## src/rtl/rd_resp_if.sv

```systemverilog
// Read-response bus: AXI4 R-channel beats in, 128-bit packet words out to the read FIFO.
interface rd_resp_if #(
  parameter int unsigned data_wid = 32,
  parameter int unsigned id_wid   = 4
);
  localparam int unsigned word_wid = 128;
  localparam int unsigned resp_wid = 4;

  logic                rd_rsp_en;
  logic [id_wid-1:0]   rid;
  logic [data_wid-1:0] rdata;
  logic [resp_wid-1:0] rresp;
  logic                rlast;
  logic                rready;
  logic                fifo_full;
  logic                write_enable;
  logic [word_wid-1:0] fifo_wdata;
  logic                pkt_done;

  modport master (
    output rd_rsp_en, rid, rdata, rresp, rlast, fifo_full,
    input  rready, write_enable, fifo_wdata, pkt_done
  );

  modport slave (
    input  rd_rsp_en, rid, rdata, rresp, rlast, fifo_full,
    output rready, write_enable, fifo_wdata, pkt_done
  );
endinterface

```

## src/rtl/rd_resp_encoder.sv

```systemverilog
// Packs AXI4 read-data beats into SOP/EOP framed 128-bit words:
// header, ceil(beats/4) data words, trailer with beat count, ID, worst response.
module rd_resp_encoder #(
  parameter int unsigned data_wid = 32,
  parameter int unsigned id_wid   = 4
) (
  input  logic        clk,
  input  logic        rst_n,
  rd_resp_if.slave    bus
);
  localparam int unsigned word_wid = 128;
  localparam int unsigned lane_wid = 32;
  localparam int unsigned resp_wid = 4;
  localparam int unsigned cnt_wid  = 9;
  localparam int unsigned idx_wid  = 2;
  localparam logic [7:0]  sop      = 8'hAA;
  localparam logic [7:0]  eop      = 8'h53;

  typedef enum logic [2:0] {IDLE, HDR, COLLECT, FLUSH, TRAILER} state_t;

  state_t               state;
  logic [id_wid-1:0]    cap_id;
  logic [resp_wid-1:0]  cap_resp;
  logic [resp_wid-1:0]  resp_acc;
  logic [word_wid-1:0]  acc;
  logic [idx_wid-1:0]   idx;
  logic [cnt_wid-1:0]   beat_cnt;
  logic                 last_seen;
  logic                 ovr;
  logic                 cnt_max;
  logic [word_wid-1:0]  word_c;
  logic                 wr_c;

  // Beat 256 without rlast forces the packet closed.
  assign cnt_max = (beat_cnt == cnt_wid'(255));

  always_ff @(posedge clk) begin
    if (!rst_n) begin
      state     <= IDLE;
      cap_id    <= '0;
      cap_resp  <= '0;
      resp_acc  <= '0;
      acc       <= '0;
      idx       <= '0;
      beat_cnt  <= '0;
      last_seen <= 1'b0;
      ovr       <= 1'b0;
    end else begin
      unique case (state)
        IDLE: begin
          if (bus.rd_rsp_en) begin
            cap_id   <= bus.rid;
            cap_resp <= bus.rresp;
            state    <= HDR;
          end
        end
        HDR: begin
          if (!bus.fifo_full) state <= COLLECT;
        end
        COLLECT: begin
          if (bus.rd_rsp_en) begin
            acc[{idx, 5'd0} +: lane_wid] <= lane_wid'(bus.rdata);
            idx       <= idx + idx_wid'(1);
            beat_cnt  <= beat_cnt + cnt_wid'(1);
            if (bus.rresp > resp_acc) resp_acc <= bus.rresp;
            last_seen <= bus.rlast || cnt_max;
            ovr       <= cnt_max && !bus.rlast;
            if (idx == idx_wid'(3) || bus.rlast || cnt_max) state <= FLUSH;
          end
        end
        FLUSH: begin
          if (!bus.fifo_full) begin
            acc   <= '0;
            idx   <= '0;
            state <= last_seen ? TRAILER : COLLECT;
          end
        end
        TRAILER: begin
          if (!bus.fifo_full) begin
            beat_cnt  <= '0;
            resp_acc  <= '0;
            ovr       <= 1'b0;
            last_seen <= 1'b0;
            state     <= IDLE;
          end
        end
        default: state <= IDLE;
      endcase
    end
  end

  // Output word and strobe decoded from the current state; held while the FIFO is full.
  always_comb begin
    word_c = '0;
    wr_c   = 1'b0;
    unique case (state)
      HDR: begin
        word_c = {sop, 4'(cap_id), cap_resp, 112'h0};
        wr_c   = !bus.fifo_full;
      end
      FLUSH: begin
        word_c = acc;
        wr_c   = !bus.fifo_full;
      end
      TRAILER: begin
        word_c = {eop, 8'(beat_cnt - cnt_wid'(1)), 4'(cap_id), resp_acc, ovr, 103'h0};
        wr_c   = !bus.fifo_full;
      end
      default: ;
    endcase
  end

  assign bus.fifo_wdata   = word_c;
  assign bus.write_enable = wr_c;
  assign bus.rready       = (state == COLLECT);
  assign bus.pkt_done     = (state == TRAILER) && !bus.fifo_full;
endmodule

```

## src/flat_wrapper.sv

```systemverilog
// flat-port wrapper written by rule: the top's interface ports become plain ports
module rd_resp_encoder_flat 
#(
  parameter int unsigned data_wid = 32,
  parameter int unsigned id_wid   = 4
)
  (clk, rst_n, bus_rd_rsp_en, bus_rid, bus_rdata, bus_rresp, bus_rlast, bus_fifo_full, bus_rready, bus_write_enable, bus_fifo_wdata, bus_pkt_done);
  rd_resp_if #(.data_wid(data_wid), .id_wid(id_wid)) bus_i ();
  input  logic clk;
  input  logic rst_n;
  input wire logic [$bits(bus_i.rd_rsp_en)-1:0] bus_rd_rsp_en;
  input wire logic [$bits(bus_i.rid)-1:0] bus_rid;
  input wire logic [$bits(bus_i.rdata)-1:0] bus_rdata;
  input wire logic [$bits(bus_i.rresp)-1:0] bus_rresp;
  input wire logic [$bits(bus_i.rlast)-1:0] bus_rlast;
  input wire logic [$bits(bus_i.fifo_full)-1:0] bus_fifo_full;
  output wire logic [$bits(bus_i.rready)-1:0] bus_rready;
  output wire logic [$bits(bus_i.write_enable)-1:0] bus_write_enable;
  output wire logic [$bits(bus_i.fifo_wdata)-1:0] bus_fifo_wdata;
  output wire logic [$bits(bus_i.pkt_done)-1:0] bus_pkt_done;
  assign bus_i.rd_rsp_en = bus_rd_rsp_en;
  assign bus_i.rid = bus_rid;
  assign bus_i.rdata = bus_rdata;
  assign bus_i.rresp = bus_rresp;
  assign bus_i.rlast = bus_rlast;
  assign bus_i.fifo_full = bus_fifo_full;
  assign bus_rready = bus_i.rready;
  assign bus_write_enable = bus_i.write_enable;
  assign bus_fifo_wdata = bus_i.fifo_wdata;
  assign bus_pkt_done = bus_i.pkt_done;
  rd_resp_encoder #(.data_wid(data_wid), .id_wid(id_wid)) u_core (.clk(clk), .rst_n(rst_n), .bus(bus_i));
endmodule
```

## config.mk

```make
export PLATFORM = sky130hd
export DESIGN_NAME = rd_resp_encoder_flat
export DESIGN_NICKNAME = d
export VERILOG_FILES = /design/src/rtl/rd_resp_if.sv /design/src/rtl/rd_resp_encoder.sv /design/src/flat_wrapper.sv
export SDC_FILE = /design/constraint.sdc
export NUM_CORES = 1
export LEC_CHECK = 0
export ABC_AREA = 1
export CORE_MARGIN = 8
export CORE_UTILIZATION = 45
export DETAILED_ROUTE_END_ITERATION = 8
export PLACE_DENSITY_LB_ADDON = 0.05
export SYNTH_ARGS = -nofsm -noshare
export SYNTH_HDL_FRONTEND = slang
export SYNTH_SLANG_ARGS = --single-unit
```

## constraint.sdc

```tcl
create_clock -name clk -period 5 [get_ports clk]
set_clock_uncertainty 0.05 [all_clocks]
set_input_delay 1 -clock clk [delete_from_list [all_inputs] [get_ports clk]]
set_output_delay 1 -clock clk [all_outputs]
set_load 0.005 [all_outputs]
```

==> results_dict.tcl <==
set metrics [dict create \
    status "completed" \
    avgSynthCellArea_um2 6.01 \
    hold-path-cell-count 2 \
    io_buffers 175 \
    drive_above_1_share 0.0414 \
    grt_pass1_vias 7976 \
    min_period_ps 4080 \
    design_area_mm2 0.0108 \
    most-common-layout-cells "401 x nor2_1, 314 x nand2_1, 210 x inv_1" \
    cts_buffer_depth 2 \
    post-cts-setup-buffers 0 \
    cts_hold_buf 0 \
    hold_path.class "register to register" \
    yosys_warnings 0 \
    max_freq_mhz 245 \
    setup_viol_count_final 0 \
    max_stage_delay_ps 640 \
    tns_ps 0 \
    dr.pass1.iters 5 \
    cts_resized 0 \
    critPathKind "register to primary output" \
    syn_inst 1414 \
    synth_edf_count 0 \
    drt_iter0_markers 719 \
    final_nets 1591 \
    overflow 0 \
    path_cells "inv_2 > nor2_2 > nand2_4 > buf_4 > nor2_1 > clkdlybuf4s50_1" \
    gp_congestion 0.866 \
    relSlewSlack 0.226 \
    initial_core_util 0.456 \
    grtUsageTotal 0.225 \
    hpwl_mm 19.4 \
    cts_tree "done" \
    post-route-period-util 0.816 \
    required_ps 3950 \
    avgRoutedWirePerCell_um 15.1 \
    crit_slowest_cell "dfxtp_1" \
    finalHoldViolCount 0 \
    die_area_mm2 0.0235 \
    vias 8602 \
    ys_seq_area_frac 0.368 \
    cp_top_family "buffers and inverters" \
    r2r_slack_ps 2120 \
    drv_cap 0 \
    tightest_slew_ps 1160 \
    cts_sinks 156 \
    end_kind "primary output" \
    ff2ff_path_depth 7 \
    area_delta_synth_final_pct 27.4 \
    utilization 0.580 \
    p_leak_nw 5.04 \
    min-delay-start "u_core.cap_resp[1]" \
    core_area_mm2 0.0186 \
    r2r-start "u_core.state[0]" \
    num_io_pins 176 \
    final_max_slew_viol_count 0 \
    clkLatencyLatePin_ps 430 \
    rr_endpoint "u_core.acc[127]" \
    hold_slack_ps 402 \
    rsz0062_at_grt "false" \
    synth_nets 1472 \
    clk_pin_slew_worst_paths_ps 60 \
    cts_root_buffer "clkbuf_16" \
    routed_wl_mm 27.0 \
    antenna_left 0 \
    synth-async-reset-ratio 0 \
    cp_num_buf_inv 3 \
    antenna_found_initial 2 \
    critPathArrivalTime_ps 3030 \
    worstPathMaxFanout 77 \
    power.density_mw_per_mm2 455 \
    vias_per_cell 4.83 \
    start_kind "register" \
    die_y_um 153 \
    cts-buffers-inserted 17 \
    syn_area_mm2 0.00850 \
    htree_num_levels 4 \
    min_to "u_core.cap_resp[1]" \
    grt_max_degree 80 \
    yosys_most_used_dff "dfxtp_1" \
    synth-seq-cells 156 \
    yosysUniqueCellTypes 35 \
    num_rows 50 \
    drc 0 \
    grt_pass1_wl_mm 42.4 \
    peakVddDrop_v 0.000255 \
    die_x_um 153 \
    placed_area_mm2 0.0102 \
    final_common_cell "nor2_1" \
]
==> worst register-to-register path: cells and delay by family (launching register included) <==
kind            cells  cell delay, ps
flops               1             460
buf+inv             1             120
simple gates        5            2030
compound gates      1             140
==> per-layer routing <==
metal / vias up / wire, um / track usage
met5: - / 27 / 0
met4: 4 / 445 / 0.0630
met3: 34 / 1890 / 0.0544
met2: 249 / 12400 / 0.371
met1: 3837 / 12200 / 0.287
li1: 4478 / - / -
==> power breakdown <==
group | internal [mW] | leakage, nW | switching [mW] | total, mW
clock | 0.777 | 0.299 | 0.578 | 1.35
combinational | 0.652 | 3.47 | 1.28 | 1.93
sequential | 1.52 | 1.27 | 0.113 | 1.64
==> flip-flops by register name (all words and copies together) (netlist names) <==
register          count
u_core.beat_cnt       9
u_core.cap_id         4
u_core.last_seen      1
u_core.cap_resp       4
u_core.ovr            1
u_core.idx            2
u_core.resp_acc       4
u_core.acc          128
u_core.state          3
==> how the worst max path moves through the flow <==
stage,cells after the start,startpoint,end,slack [ps]
4_1_cts,6,u_core.state[0],bus_fifo_wdata[27],880
3_5_place_dp,6,u_core.state[0],bus_fifo_wdata[27],1350
2_1_floorplan,7,u_core.state[2],bus_fifo_wdata[106],2630
5_1_grt,6,u_core.state[0],bus_fifo_wdata[69],640
3_3_place_gp,6,u_core.state[0],bus_fifo_wdata[9],1470
6_report,6,u_core.state[0],bus_fifo_wdata[27],920
==> cell usage after synthesis, types with 2 or more instances <==
cell type | count | area [um2]
ha_1 | 13 | 163
nor2_2 | 2 | 12.5
o21ai_4 | 3 | 48.8
nand3_2 | 5 | 50.1
clkbuf_1 | 33 | 124
o21ai_1 | 14 | 70.1
nand2_2 | 3 | 18.8
nand2_4 | 2 | 22.5
nor2_4 | 2 | 22.5
a21oi_1 | 26 | 130
buf_2 | 40 | 200
o221ai_1 | 6 | 52.6
buf_4 | 6 | 45.0
dfxtp_1 | 156 | 3120
inv_2 | 2 | 7.51
nor3_1 | 91 | 455
nand3_1 | 23 | 115
nor2_1 | 401 | 1510
o22ai_1 | 8 | 50.1
o21ai_0 | 38 | 190
inv_1 | 210 | 788
or2_2 | 2 | 12.5
nand2_1 | 315 | 1180
o211ai_1 | 2 | 15.0
==> stage by stage <==
| stage | setup WS [ps] | cells | power, mW |
|---|---|---|---|
| floorplan | 2630 | 1414 | 3.06 |
| global placement | 1470 | 1748 | 3.56 |
| detailed placement | 1350 | 1748 | 3.58 |
| CTS | 876 | 1780 | 4.94 |
| global route | 645 | 1780 | 5.28 |
| finish | 920 | 1781 | 4.92 |
==> kinds of logic after synthesis <==
family / count (synthesis) / share of synthesized area
fa+ha+maj: 13 / 0.0191
compound gates: 100 / 0.0683
simple gates: 849 / 0.404
buf+inv: 295 / 0.140
xor+xnor: 1 / 0.00103
flops: 156 / 0.368
==> layout make-up <==
class                           count  area, um2
Sequential cell                   156       3120
Clock buffer                       19        453
Multi-Input combinational cell    963       4190
Inverter                          213        800
Clock inverter                     13        156
Timing Repair Buffer              182       1800
Antenna cell                        1       2.50
Fill cell                        1925       7820
Tap cell                          234        293
No activity file was read; power rests on OpenSTA's default activity.
